## src/rtl/uart_i2c_bridge.sv

```systemverilog
// rtl/uart_i2c_bridge.sv - UART framed command to I2C master command/data bridge
module uart_i2c_bridge #(
    parameter int MAX_LEN        = 16,
    parameter int REG_ADDR_BYTES = 1,
    parameter int TIMEOUT_CYCLES = 1000000
) (
    input  logic       clk,
    input  logic       rst,
    input  logic [7:0] s_uart_tdata,
    input  logic       s_uart_tvalid,
    output logic       s_uart_tready,
    output logic [7:0] m_uart_tdata,
    output logic       m_uart_tvalid,
    input  logic       m_uart_tready,
    output logic [6:0] m_cmd_address,
    output logic       m_cmd_start,
    output logic       m_cmd_read,
    output logic       m_cmd_write_multiple,
    output logic       m_cmd_stop,
    output logic       m_cmd_valid,
    input  logic       m_cmd_ready,
    output logic [7:0] m_data_tdata,
    output logic       m_data_tvalid,
    input  logic       m_data_tready,
    output logic       m_data_tlast,
    input  logic [7:0] s_data_tdata,
    input  logic       s_data_tvalid,
    output logic       s_data_tready,
    input  logic       s_data_tlast,
    input  logic       missed_ack,
    output logic       busy,
    output logic       irq
);
    localparam int CW = $clog2(MAX_LEN + 1);
    localparam int IW = (CW > 2) ? CW : 2;
    localparam int AW = (MAX_LEN > 1) ? $clog2(MAX_LEN) : 1;
    localparam logic [IW-1:0] ONE      = IW'(1);
    localparam logic [1:0]    RB_LAST  = 2'(REG_ADDR_BYTES - 1);
    localparam logic [31:0]   TMO_LAST = 32'(TIMEOUT_CYCLES - 1);
    localparam logic [7:0]    MAX_B    = 8'(MAX_LEN);

    typedef enum logic [3:0] {
        IDLE, GET_LEN, GET_REG, GET_DATA, WR_CMD, WR_DATA, RA_CMD,
        RA_DATA, RD_CMD, RD_DATA, ABORT, STATUS
    } state_t;

    state_t        state_q, state_d;
    logic [6:0]    addr_q, addr_d;
    logic          rw_q, rw_d;
    logic [IW-1:0] len_q, len_d, idx_q, idx_d;
    logic [15:0]   reg_q, reg_d;
    logic [1:0]    rb_q, rb_d;
    logic [31:0]   timer_q, timer_d;
    logic [7:0]    code_q, code_d;
    logic          irq_q, irq_d;
    logic          mem_we;
    logic [7:0]    mem [MAX_LEN];
    logic [7:0]    reg_byte;
    logic          unused_tlast;

    assign unused_tlast = s_data_tlast;
    assign reg_byte = (REG_ADDR_BYTES == 2 && rb_q == 2'd0) ? reg_q[15:8] : reg_q[7:0];

    always_comb begin
        state_d = state_q; addr_d = addr_q; rw_d = rw_q; len_d = len_q; idx_d = idx_q;
        reg_d = reg_q; rb_d = rb_q; timer_d = timer_q; code_d = code_q; irq_d = 1'b0;
        mem_we = 1'b0;
        s_uart_tready = 1'b0; m_uart_tdata = 8'h00; m_uart_tvalid = 1'b0;
        m_cmd_address = 7'h00; m_cmd_start = 1'b0; m_cmd_read = 1'b0;
        m_cmd_write_multiple = 1'b0; m_cmd_stop = 1'b0; m_cmd_valid = 1'b0;
        m_data_tdata = 8'h00; m_data_tvalid = 1'b0; m_data_tlast = 1'b0;
        s_data_tready = 1'b0; busy = 1'b0; irq = 1'b0;
        if (!rst) begin
            busy = (state_q != IDLE);
            irq  = irq_q;
            case (state_q)
                IDLE: begin
                    s_uart_tready = 1'b1;
                    timer_d = 32'd0;
                    if (s_uart_tvalid) begin
                        addr_d = s_uart_tdata[7:1]; rw_d = s_uart_tdata[0]; state_d = GET_LEN;
                    end
                end
                GET_LEN: begin
                    s_uart_tready = 1'b1;
                    if (s_uart_tvalid) begin
                        if (s_uart_tdata == 8'h00 || s_uart_tdata > MAX_B) begin
                            code_d = 8'h03; state_d = STATUS;
                        end else begin
                            len_d = s_uart_tdata[IW-1:0]; rb_d = 2'd0; state_d = GET_REG;
                        end
                    end
                end
                GET_REG: begin
                    s_uart_tready = 1'b1;
                    if (s_uart_tvalid) begin
                        reg_d = {reg_q[7:0], s_uart_tdata};
                        rb_d  = rb_q + 2'd1;
                        if (rb_q == RB_LAST) begin
                            idx_d = '0; state_d = rw_q ? RA_CMD : GET_DATA;
                        end
                    end
                end
                GET_DATA: begin
                    s_uart_tready = 1'b1;
                    if (s_uart_tvalid) begin
                        mem_we = 1'b1; idx_d = idx_q + ONE;
                        if (idx_q == len_q - ONE) begin
                            idx_d = '0; state_d = WR_CMD;
                        end
                    end
                end
                WR_CMD, RA_CMD: begin
                    m_cmd_valid = 1'b1; m_cmd_address = addr_q; m_cmd_start = 1'b1;
                    m_cmd_write_multiple = 1'b1; m_cmd_stop = (state_q == WR_CMD);
                    if (m_cmd_ready) begin
                        rb_d = 2'd0; idx_d = '0;
                        state_d = (state_q == WR_CMD) ? WR_DATA : RA_DATA;
                    end
                end
                WR_DATA: begin
                    m_data_tvalid = 1'b1;
                    if (rb_q <= RB_LAST) begin
                        m_data_tdata = reg_byte;
                        if (m_data_tready) rb_d = rb_q + 2'd1;
                    end else begin
                        m_data_tdata = mem[idx_q[AW-1:0]];
                        m_data_tlast = (idx_q == len_q - ONE);
                        if (m_data_tready) begin
                            idx_d = idx_q + ONE;
                            if (m_data_tlast) begin
                                code_d = 8'h00; state_d = STATUS;
                            end
                        end
                    end
                end
                RA_DATA: begin
                    m_data_tvalid = 1'b1; m_data_tdata = reg_byte;
                    m_data_tlast  = (rb_q == RB_LAST);
                    if (m_data_tready) begin
                        rb_d = rb_q + 2'd1;
                        if (m_data_tlast) state_d = RD_CMD;
                    end
                end
                RD_CMD: begin
                    // one single-byte read per command; start opens, stop closes the burst
                    m_cmd_valid = 1'b1; m_cmd_address = addr_q; m_cmd_read = 1'b1;
                    m_cmd_start = (idx_q == '0); m_cmd_stop = (idx_q == len_q - ONE);
                    if (m_cmd_ready) state_d = RD_DATA;
                end
                RD_DATA: begin
                    s_data_tready = m_uart_tready;
                    m_uart_tvalid = s_data_tvalid; m_uart_tdata = s_data_tdata;
                    if (s_data_tvalid && m_uart_tready) begin
                        idx_d = idx_q + ONE;
                        if (idx_q == len_q - ONE) begin
                            code_d = 8'h00; state_d = STATUS;
                        end else begin
                            state_d = RD_CMD;
                        end
                    end
                end
                ABORT: begin
                    m_cmd_valid = 1'b1; m_cmd_address = addr_q; m_cmd_stop = 1'b1;
                    if (m_cmd_ready) begin
                        code_d = 8'h01; state_d = STATUS;
                    end
                end
                STATUS: begin
                    m_uart_tvalid = 1'b1; m_uart_tdata = code_q;
                    if (m_uart_tready) begin
                        irq_d = 1'b1; idx_d = '0; state_d = IDLE;
                    end
                end
                default: state_d = IDLE;
            endcase
            // a byte arriving on the deadline cycle wins over the timeout
            if (state_q inside {GET_LEN, GET_REG, GET_DATA}) begin
                if (s_uart_tvalid) timer_d = 32'd0;
                else if (timer_q == TMO_LAST) begin
                    code_d = 8'h02; idx_d = '0; state_d = STATUS;
                end else timer_d = timer_q + 32'd1;
            end
            if (missed_ack && state_q inside {WR_CMD, WR_DATA, RA_CMD, RA_DATA, RD_CMD, RD_DATA})
                state_d = ABORT;
        end
    end

    always_ff @(posedge clk) begin
        if (rst) begin
            state_q <= IDLE; addr_q <= '0; rw_q <= 1'b0; len_q <= '0; idx_q <= '0;
            reg_q <= '0; rb_q <= '0; timer_q <= '0; code_q <= '0; irq_q <= 1'b0;
        end else begin
            state_q <= state_d; addr_q <= addr_d; rw_q <= rw_d; len_q <= len_d; idx_q <= idx_d;
            reg_q <= reg_d; rb_q <= rb_d; timer_q <= timer_d; code_q <= code_d; irq_q <= irq_d;
        end
    end

    always_ff @(posedge clk) begin
        if (mem_we) mem[idx_q[AW-1:0]] <= s_uart_tdata;
    end
endmodule

```

## config.mk

```make
export PLATFORM = sky130hd
export DESIGN_NAME = uart_i2c_bridge
export DESIGN_NICKNAME = d
export VERILOG_FILES = /design/src/rtl/uart_i2c_bridge.sv
export SDC_FILE = /design/constraint.sdc
export NUM_CORES = 1
export LEC_CHECK = 0
export BUFFER_PORTS_ARGS = -buffer_cell sky130_fd_sc_hd__buf_2
export CAP_MARGIN = 10
export CORE_MARGIN = 2
export CORE_UTILIZATION = 40
export CTS_CLUSTER_SIZE = 10
export DETAILED_ROUTE_END_ITERATION = 12
export SLEW_MARGIN = 20
export SYNTH_ARGS = -nofsm -noshare
export SYNTH_HDL_FRONTEND = slang
export SYNTH_SLANG_ARGS = --single-unit
```

## constraint.sdc

```tcl
create_clock -name clk -period 6.9 [get_ports clk]
set_input_delay 0.69 -clock clk [delete_from_list [all_inputs] [get_ports clk]]
set_output_delay 0.69 -clock clk [all_outputs]
set_load 0.05 [all_outputs]
```

# Word-level counts from Yosys, hierarchy flattened
# Memories as Yosys holds them, arrays and structs flattened. A register that Yosys moved wholly into a read port is not among the register bits.
# Index checks and enable logic that the tools add are counted.
# word_totals
ff_bits	73
latchBits	0
ram_bits	128
rom_bits	0
inputBits	25
output_inout_bits	35
elab_cells	156
n_memories	1
# classes
addsub	4
multipliers	0
div	0
order_cmp	2
eq_ne	18
n_shift	0
muxes	97
bitwise_logic	2
n_reduce_logical	21
# mem_list
memory	words	word_bits	rd	rd_ports_with_merged_regs	wr	line	source
mem	16	8	1	1	1	57	logic [7:0] mem [MAX_LEN];
# op_table
operator	count
32-bit two-way mux	4
8-bit two-way mux	13
4-bit two-way mux	22
5-bit two-way mux	12
4-bit case mux with 11 select lines	1
32-bit by 1-bit adder with 32-bit output (second input constant)	1
32-bit by 20-bit equality test with 1-bit output (second input constant)	1
8-bit case mux with 2 select lines	2
8-bit case mux with 4 select lines	1
5-bit case mux with 6 select lines	1
1-bit two-way mux	25
4-bit by 3-bit equality test with 1-bit output (second input constant)	4
4-bit equality test (second input constant)	4
2-bit two-way mux	8
7-bit two-way mux	2
2-bit inequality test (second input constant)	5
2-bit case mux with 5 select lines	1
4-bit by 2-bit equality test with 1-bit output (second input constant)	2
8-bit by 5-bit greater-than comparator with 1-bit output (second input constant)	1
8-bit logical NOT	1
2-bit OR reduction	4
4-bit OR reduction	2
1-bit case mux with 2 select lines	3
6-bit AND reduction	1
other kinds (20)	23

# Logic depth before layout (Yosys ltp)
# Gate-level depths: netlist (run 1).
# depth
depth_word	10
depth_mapped	9
mapped_depth_nobuf	8

# Least setup slack after synthesis (run 1)
# OpenSTA, ideal clock, no wires.
# synth_timing
path_type	input-to-output
start	in rst
end	out m_cmd_start
arrival_ns	3.114
required_ns	6.210
slack_ns	3.096
cell_stages	3
path_buffers	1
path_cell_list	clkbuf_1 nor4_1 a41o_1
# synth_via
elab_chain_len	1
# synth_lines
element	line	source
start, declared	8	input logic rst,
1-bit two-way mux	73	if (!rst) begin
end, declared	16	output logic m_cmd_start,
# Every way passes these cells.

# Worst setup path in the final report (run 1)
# layout_timing
start	reg idx_q[2]
end	out m_data_tlast
# layout_via
elab_chain_len	4
# layout_lines
element	line	source
start, declared	50	logic [IW-1:0] len_q, len_d, idx_q, idx_d;
start signal, assigned	194	state_q <= state_d; addr_q <= addr_d; rw_q <= rw_d; len_q <= len_d; idx_q <= idx_d;
5-bit equality test	128	m_data_tlast = (idx_q == len_q - ONE);
1-bit two-way mux	123	if (rb_q <= RB_LAST) begin
1-bit case mux with 2 select lines	76	case (state_q)
1-bit two-way mux	73	
end, declared	25	output logic m_data_tlast,
# Every way passes these cells.

==> results.py, run 1 <==
metrics = {
    "floorplanning": {
        "placement_rows": 55,
        "initial_core_util": 0.4099,
        "core-area_mm2": 0.02278,
        "die_h_um": 156.8,
        "fp.dieArea_mm2": 0.02458,
        "die_x_um": 156.8,
        "io_pins": 60,
    },
    "place": {
        "port-buffer-count": 58,
        "setup_slack_after_placement_ns": 3.277,
        "placed_area_mm2": 0.009897,
        "place.detailed.hpwl_um": 14650,
        "dp.cells": 1133,
        "globalplace.congestion": 0.8281,
    },
    "timing": {
        "relSlewSlack": 0.3405,
        "post_route_setup_tns_ns": 0,
        "final_period_minus_worst_setup_slack_ns": 4.238,
        "worstMarginPinSlew_ns": 0.9879,
        "min_period_over_period": 0.6142,
        "finalHoldViolations": 0,
        "fin_skew_ns": 0.006657,
        "fmaxAchievable_mhz": 236.0,
        "setup_failing_eps_final": 0,
        "final_max_slew_violation_count": 0,
        "grt_setup_unrepaired": "no",
        "final.setup.worst_slack_ns": 2.662,
    },
    "final_layout": {
        "layout.nets": 878,
        "layout.filler_cells": 2102,
        "final_cell_count_no_fill": 1176,
        "fraction_of_layout_cells_with_a_size_suffix_above_1": 0.1784,
        "fin_area_mm2": 0.01061,
        "flow.area_growth_from_synthesis_pct": 13.64,
        "n_antenna_cell": 0,
    },
    "routing": {
        "number_of_search_and_repair_iterations_in_the_first_detailed_routing_pass": 5,
        "route.antenna.remaining_nets": 0,
        "detailedRoute.firstIterationViolations": 515,
        "drt-wirelength-per-cell_um": 18.82,
        "finalWirelength_um": 22140,
        "detail_route.vias_per_cell": 5.561,
        "route.vias.total": 6540,
        "drc": 0,
    },
    "cts": {
        "clock_sink_count": 201,
        "max_h_tree_level": 1,
        "cts_resized": 0,
        "hold_buffers": 0,
        "cts_tree": "done",
        "clk-insertion-delay-late_ns": 0.52,
        "clock_tree.buffer_depth": 3,
        "post_cts.repair.setup_buffers": 0,
        "cts_buffers": 24,
        "cts-root-buf": "clkbuf_16",
        "clkTransAtPathRegs_ns": 0.05,
    },
    "yosys": {
        "count_of_flip_flops_with_a_built_in_enable_after_synthesis": 128,
        "post_synth_main_area_contributors": "edfxtp_1, dfxtp_1, mux4_2",
        "ys_async_sr_fraction": 0,
        "synth_area_leader_cell": "edfxtp_1",
        "synth_nets": 833,
        "yosysSeqAreaShare": 0.5682,
        "synth.distinct_cells": 68,
        "post_synth.cell_area_avg_um2": 11.66,
        "synth.most_common_cell": "edfxtp_1",
        "syn-instance-count": 801,
        "synth-seq-cells": 201,
        "synth_common_cells": "edfxtp_1, nor2_1, nand2_1, dfxtp_1, a21oi_1",
        "yosysTopAreaCellShare": 0.4117,
        "yosys_warnings": 0,
        "netlist_area_mm2": 0.009336,
        "synth_ff_type": "edfxtp_1",
    },
    "worst_setup_path": {
        "start_kind": "flip-flop",
        "data_arrival_time_of_the_critical_path_ns": 3.55,
        "setup.worst_path.class": "reg2out",
        "end_kind": "output port",
        "critical_path_required_ns": 6.21,
        "critical_path_peak_fanout": 24,
    },
    "worst_hold_path": {
        "worst_hold_path_type": "reg2reg",
    },
    "outcome": {
        "run_status": "completed",
    },
    "power": {
        "power.total_w": 0.003042,
        "powerDensity_mw_per_mm2": 286.7,
        "worst_ir_drop_vdd_v": 0.0002344,
        "p_leak_nw": 3.445,
    },
    "grt": {
        "grt_first_pass_wirelength_um": 35190,
        "gr-total-overflow": 0,
        "grt_start_max_net_pins": 46,
        "grt_pass1_vias": 6240,
        "track_usage": 0.1827,
        "antenna_found_initial": 0,
    },
    "flow_run": {
        "timing.max_cap.violations": 0,
    },
}
==> report_power, final <==
group | leakage, nW | switching (W) | total, W | internal [W]
combinational | 1.37 | 0.000402 | 0.000581 | 0.000179
clock | 0.331 | 0.000472 | 0.00113 | 0.000654
sequential | 1.74 | 0.0000251 | 0.00133 | 0.00131
total | 3.44 | 0.000899 | 0.00304 | 0.00214
==> per-layer routing <==
layer	global-route usage	up-vias	wire, µm
li1	-	3132	-
met1	0.2647	3202	10170
met2	0.2968	187	10520
met3	0.02520	19	1158
met4	0.03364	0	286
met5	0	-	0
==> final timing paths <==
| path | start | end | slack [ns] | depth (start not counted) |
|---|---|---|---|---|
| worst max-delay path | idx_q[2] | m_data_tlast | 2.66 | 6 |
| worst min-delay path | code_q[4] | code_q[4] | 0.43 | 2 |
| worst max register to register | idx_q[2] | code_q[7] | 3.63 | 6 |
| worst min register to register | code_q[4] | code_q[4] | 0.43 | 2 |
==> sequential cells by signal, summed over array words and instances (netlist names), 2 cells and up <==
| signal | count |
|---|---|
| addr_q | 7 |
| code_q | 8 |
| idx_q | 5 |
| len_q | 5 |
| mem | 128 |
| rb_q | 2 |
| reg_q | 8 |
| state_q | 4 |
| timer_q | 32 |
==> metrics by stage <==
stage,hold WS [ns],util
4_1_cts,0.4285,0.4652
6_report,0.4271,0.4658
5_1_grt,0.4425,0.4658
3_3_place_gp,0.4194,0.4341
3_5_place_dp,0.4210,0.4345
2_1_floorplan,0.4094,-
==> critical path, stage by stage, from the launching register on <==
cell       delay (ns)
dfxtp_1          0.96
and3_1           0.28
o2bb2ai_1        0.10
a2111oi_4        0.87
nand2_1          0.11
a21boi_0         0.37
buf_2            0.34
==> cell families (layout without fill, tap and decap cells) <==
kind of cell	count (synthesis)	count (layout)	share of synthesized area
fa+ha+maj	7	7	0.009380
xor+xnor	19	19	0.01782
simple gates	324	324	0.1731
buf+inv	60	122	0.02707
flops	201	201	0.5682
compound gates	145	145	0.1025
mux	45	45	0.1018
==> placed cells by master (no fill, tap or decap), types with 6 or more instances in the layout <==
cell type and count:
a21oi_1 47, a22oi_1 17, a31oi_1 11, and2_1 10, and3_1 14, and4_1 6, buf_2 58, buf_4 11
clkbuf_1 17, clkbuf_16 24, dfxtp_1 72, edfxtp_1 128, ha_1 7, inv_1 10, mux4_2 40, nand2_1 74
nand2b_1 8, nand3_1 33, nand4_1 9, nor2_1 89, nor3_1 27, nor3_2 6, nor4_1 15, o21ai_0 26
xnor2_1 15
==> layout make-up <==
| cell class | instances | area [µm²] | share of cell area |
|---|---|---|---|
| Clock buffer | 41 | 664.4 | 0.06262 |
| Clock inverter | 2 | 35.03 | 0.003302 |
| Inverter | 10 | 37.54 | 0.003538 |
| Multi-Input combinational cell | 540 | 3802 | 0.3584 |
| Sequential cell | 201 | 5306 | 0.5001 |
| Tap cell | 313 | 391.6 | 0.03691 |
| Timing Repair Buffer | 69 | 372.9 | 0.03514 |
(Power assumes the default switching activity.)
==> run 2, diff against run 1 <==
==> constraint.sdc (replaced) <==
create_clock -name clk -period 4.1 [get_ports clk]
set_input_delay 0.41 -clock clk [delete_from_list [all_inputs] [get_ports clk]]
set_output_delay 0.41 -clock clk [all_outputs]
set_load 0.05 [all_outputs]
==> run 2 against run 1 <==
  * Power is 70% higher
  * Wire length is 1.7% higher
  * Register-to-register slack worse by 2.6 ns
  * Global-route usage is 0.39 points higher
  * Die area stayed put
  * Clock power is 72% higher
  * Setup slack worse by 2.2 ns
  * Critical path depth stayed put
  * Combinational power is 65% higher
  * Utilization is 0.24 points higher
  * Non-clock buffer count is 8 higher
  * Critical path type unchanged
  * Critical endpoint is now m_data_tdata[6]
  * Largest cell class unchanged
  * Largest power group unchanged
  * Highest routed layer unchanged
==> results.py, run 2 (synthesized netlist as in run 1, its figures left out) <==
metrics = {
    "worst_hold_path": {
        "hold_end": "state_q[0]",
        "hold_path_startpoint": "missed_ack",
        "worst_hold_path_type": "in2reg",
        "worstHoldPathCells": 4,
    },
    "final_layout": {
        "largest_register_ff_count": 128,
        "flow.area_growth_from_synthesis_pct": 14.23,
        "layout.filler_cells": 2121,
        "mostFrequentLayoutCell": "edfxtp_1",
        "fraction_of_layout_cells_with_a_size_suffix_above_1": 0.1814,
        "most_frequent_cells_in_the_layout": "edfxtp_1, nor2_1, nand2_1, dfxtp_1, buf_2",
        "utilization": 0.4682,
        "layout.nets": 886,
        "n_antenna_cell": 0,
        "fin_area_mm2": 0.01067,
    },
    "worst_setup_path": {
        "start_kind": "flip-flop",
        "regToRegStartpoint": "state_q[2]",
        "worst_r2r_endpoint": "mem[8][3]",
        "worst-r2r-setup-slack_ns": 1.05,
        "critical_path_required_ns": 3.69,
        "setup.worst_path.class": "reg2out",
        "data_arrival_time_of_the_critical_path_ns": 3.22,
        "critical_path_peak_fanout": 19,
        "ff2ff_path_depth": 6,
        "end_kind": "output port",
    },
    "cts": {
        "post_cts.repair.setup_buffers": 0,
        "max_h_tree_level": 1,
        "cts_buffers": 24,
        "cts-root-buf": "clkbuf_16",
        "cts_tree": "done",
        "clk-insertion-delay-late_ns": 0.53,
        "clock_sink_count": 201,
        "cts_resized": 0,
        "clkTransAtPathRegs_ns": 0.06,
        "clock_tree.buffer_depth": 3,
        "hold_buffers": 0,
    },
    "grt": {
        "globalRouteMet3Util": 0.02769,
        "track_usage": 0.1866,
        "grt_start_max_net_pins": 46,
        "grt_first_pass_wirelength_um": 35740,
        "grt-busiest-layer": "met2",
        "grt_pass1_vias": 6403,
        "use_met2": 0.3047,
        "grt_use_met1": 0.2597,
        "gr-total-overflow": 0,
        "antenna_found_initial": 0,
    },
    "routing": {
        "route.antenna.remaining_nets": 0,
        "route.vias.total": 6641,
        "detail_route.vias_per_cell": 5.609,
        "finalWirelength_um": 22520,
        "drt-wirelength-per-cell_um": 19.02,
        "drc": 0,
        "detailedRoute.firstIterationViolations": 525,
        "number_of_search_and_repair_iterations_in_the_first_detailed_routing_pass": 5,
    },
    "outcome": {
        "run_status": "completed",
    },
    "timing": {
        "setup_failing_eps_final": 0,
        "final_period_minus_worst_setup_slack_ns": 3.628,
        "fin_skew_ns": 0.01688,
        "min_period_over_period": 0.8849,
        "grt_setup_unrepaired": "no",
        "final_max_slew_violation_count": 0,
        "relSlewSlack": 0.4008,
        "finalHoldViolations": 0,
        "fmaxAchievable_mhz": 275.6,
        "post_route_setup_tns_ns": 0,
        "final.setup.worst_slack_ns": 0.4720,
        "worstMarginPinSlew_ns": 0.8988,
    },
    "floorplanning": {
        "io_pins": 60,
        "die_h_um": 156.8,
        "initial_core_util": 0.4099,
        "core-area_mm2": 0.02278,
        "die_x_um": 156.8,
        "fp.dieArea_mm2": 0.02458,
        "placement_rows": 55,
    },
    "place": {
        "globalplace.congestion": 0.8549,
        "place.detailed.hpwl_um": 15260,
        "placed_area_mm2": 0.009947,
        "port-buffer-count": 58,
        "setup_slack_after_placement_ns": 0.9443,
    },
    "flow_run": {
        "timing.max_cap.violations": 0,
    },
    "power": {
        "worst_ir_drop_vdd_v": 0.0003712,
        "powerDensity_mw_per_mm2": 485.6,
        "p_leak_nw": 3.477,
        "power.total_w": 0.005179,
    },
}
## run 2: metrics by stage
step	hold slack, ns	std cells
5_1_grt	0.1825	1184
3_5_place_dp	0.4204	1141
2_1_floorplan	0.4094	801
4_1_cts	0.1573	1184
3_3_place_gp	0.4187	1141
6_report	0.1731	1184
## run 2: how the worst max path moves through the flow
stage                    start         endpoint  slack (ns)  cells past startpoint
floorplan           state_q[0]      m_cmd_start        0.59                      5
global placement      idx_q[0]  m_data_tdata[6]        0.96                      6
detailed placement    idx_q[0]  m_data_tdata[6]        0.94                      6
CTS                   idx_q[0]  m_data_tdata[6]        0.38                      6
global route          idx_q[0]  m_data_tdata[6]        0.24                      6
finish                idx_q[0]  m_data_tdata[6]        0.47                      6
## run 2: power by group
part	internal [W]	switching (W)
registers	0.00220	0.0000737
logic	0.000304	0.000653
clock network	0.00113	0.000810
total	0.00364	0.00154
## run 2: critical path, cell delays in order (launching register included)
cell and delay (ns):
dfxtp_2 0.74, buf_4 0.36, mux4_2 0.55, mux4_2 0.49, a22oi_1 0.20, nor2_1 0.10
buf_2 0.23
## run 2: final cells by class
type / instances / area, µm² / area share
Sequential cell: 201 / 5306 / 0.4975
Clock buffer: 42 / 688.2 / 0.06452
Timing Repair Buffer: 77 / 432.9 / 0.04059
Inverter: 10 / 37.54 / 0.003519
Tap cell: 313 / 391.6 / 0.03672
Clock inverter: 1 / 30.03 / 0.002816
Multi-Input combinational cell: 540 / 3779 / 0.3543
## run 2: per-layer routing
layer  wire, µm  part of all wire  vias to the layer above
met5          0                 0                        -
met4        540             0.024                        0
met3       1097             0.049                       35
met2      10820              0.48                      179
met1      10060              0.45                     3277
li1           -                 -                     3150
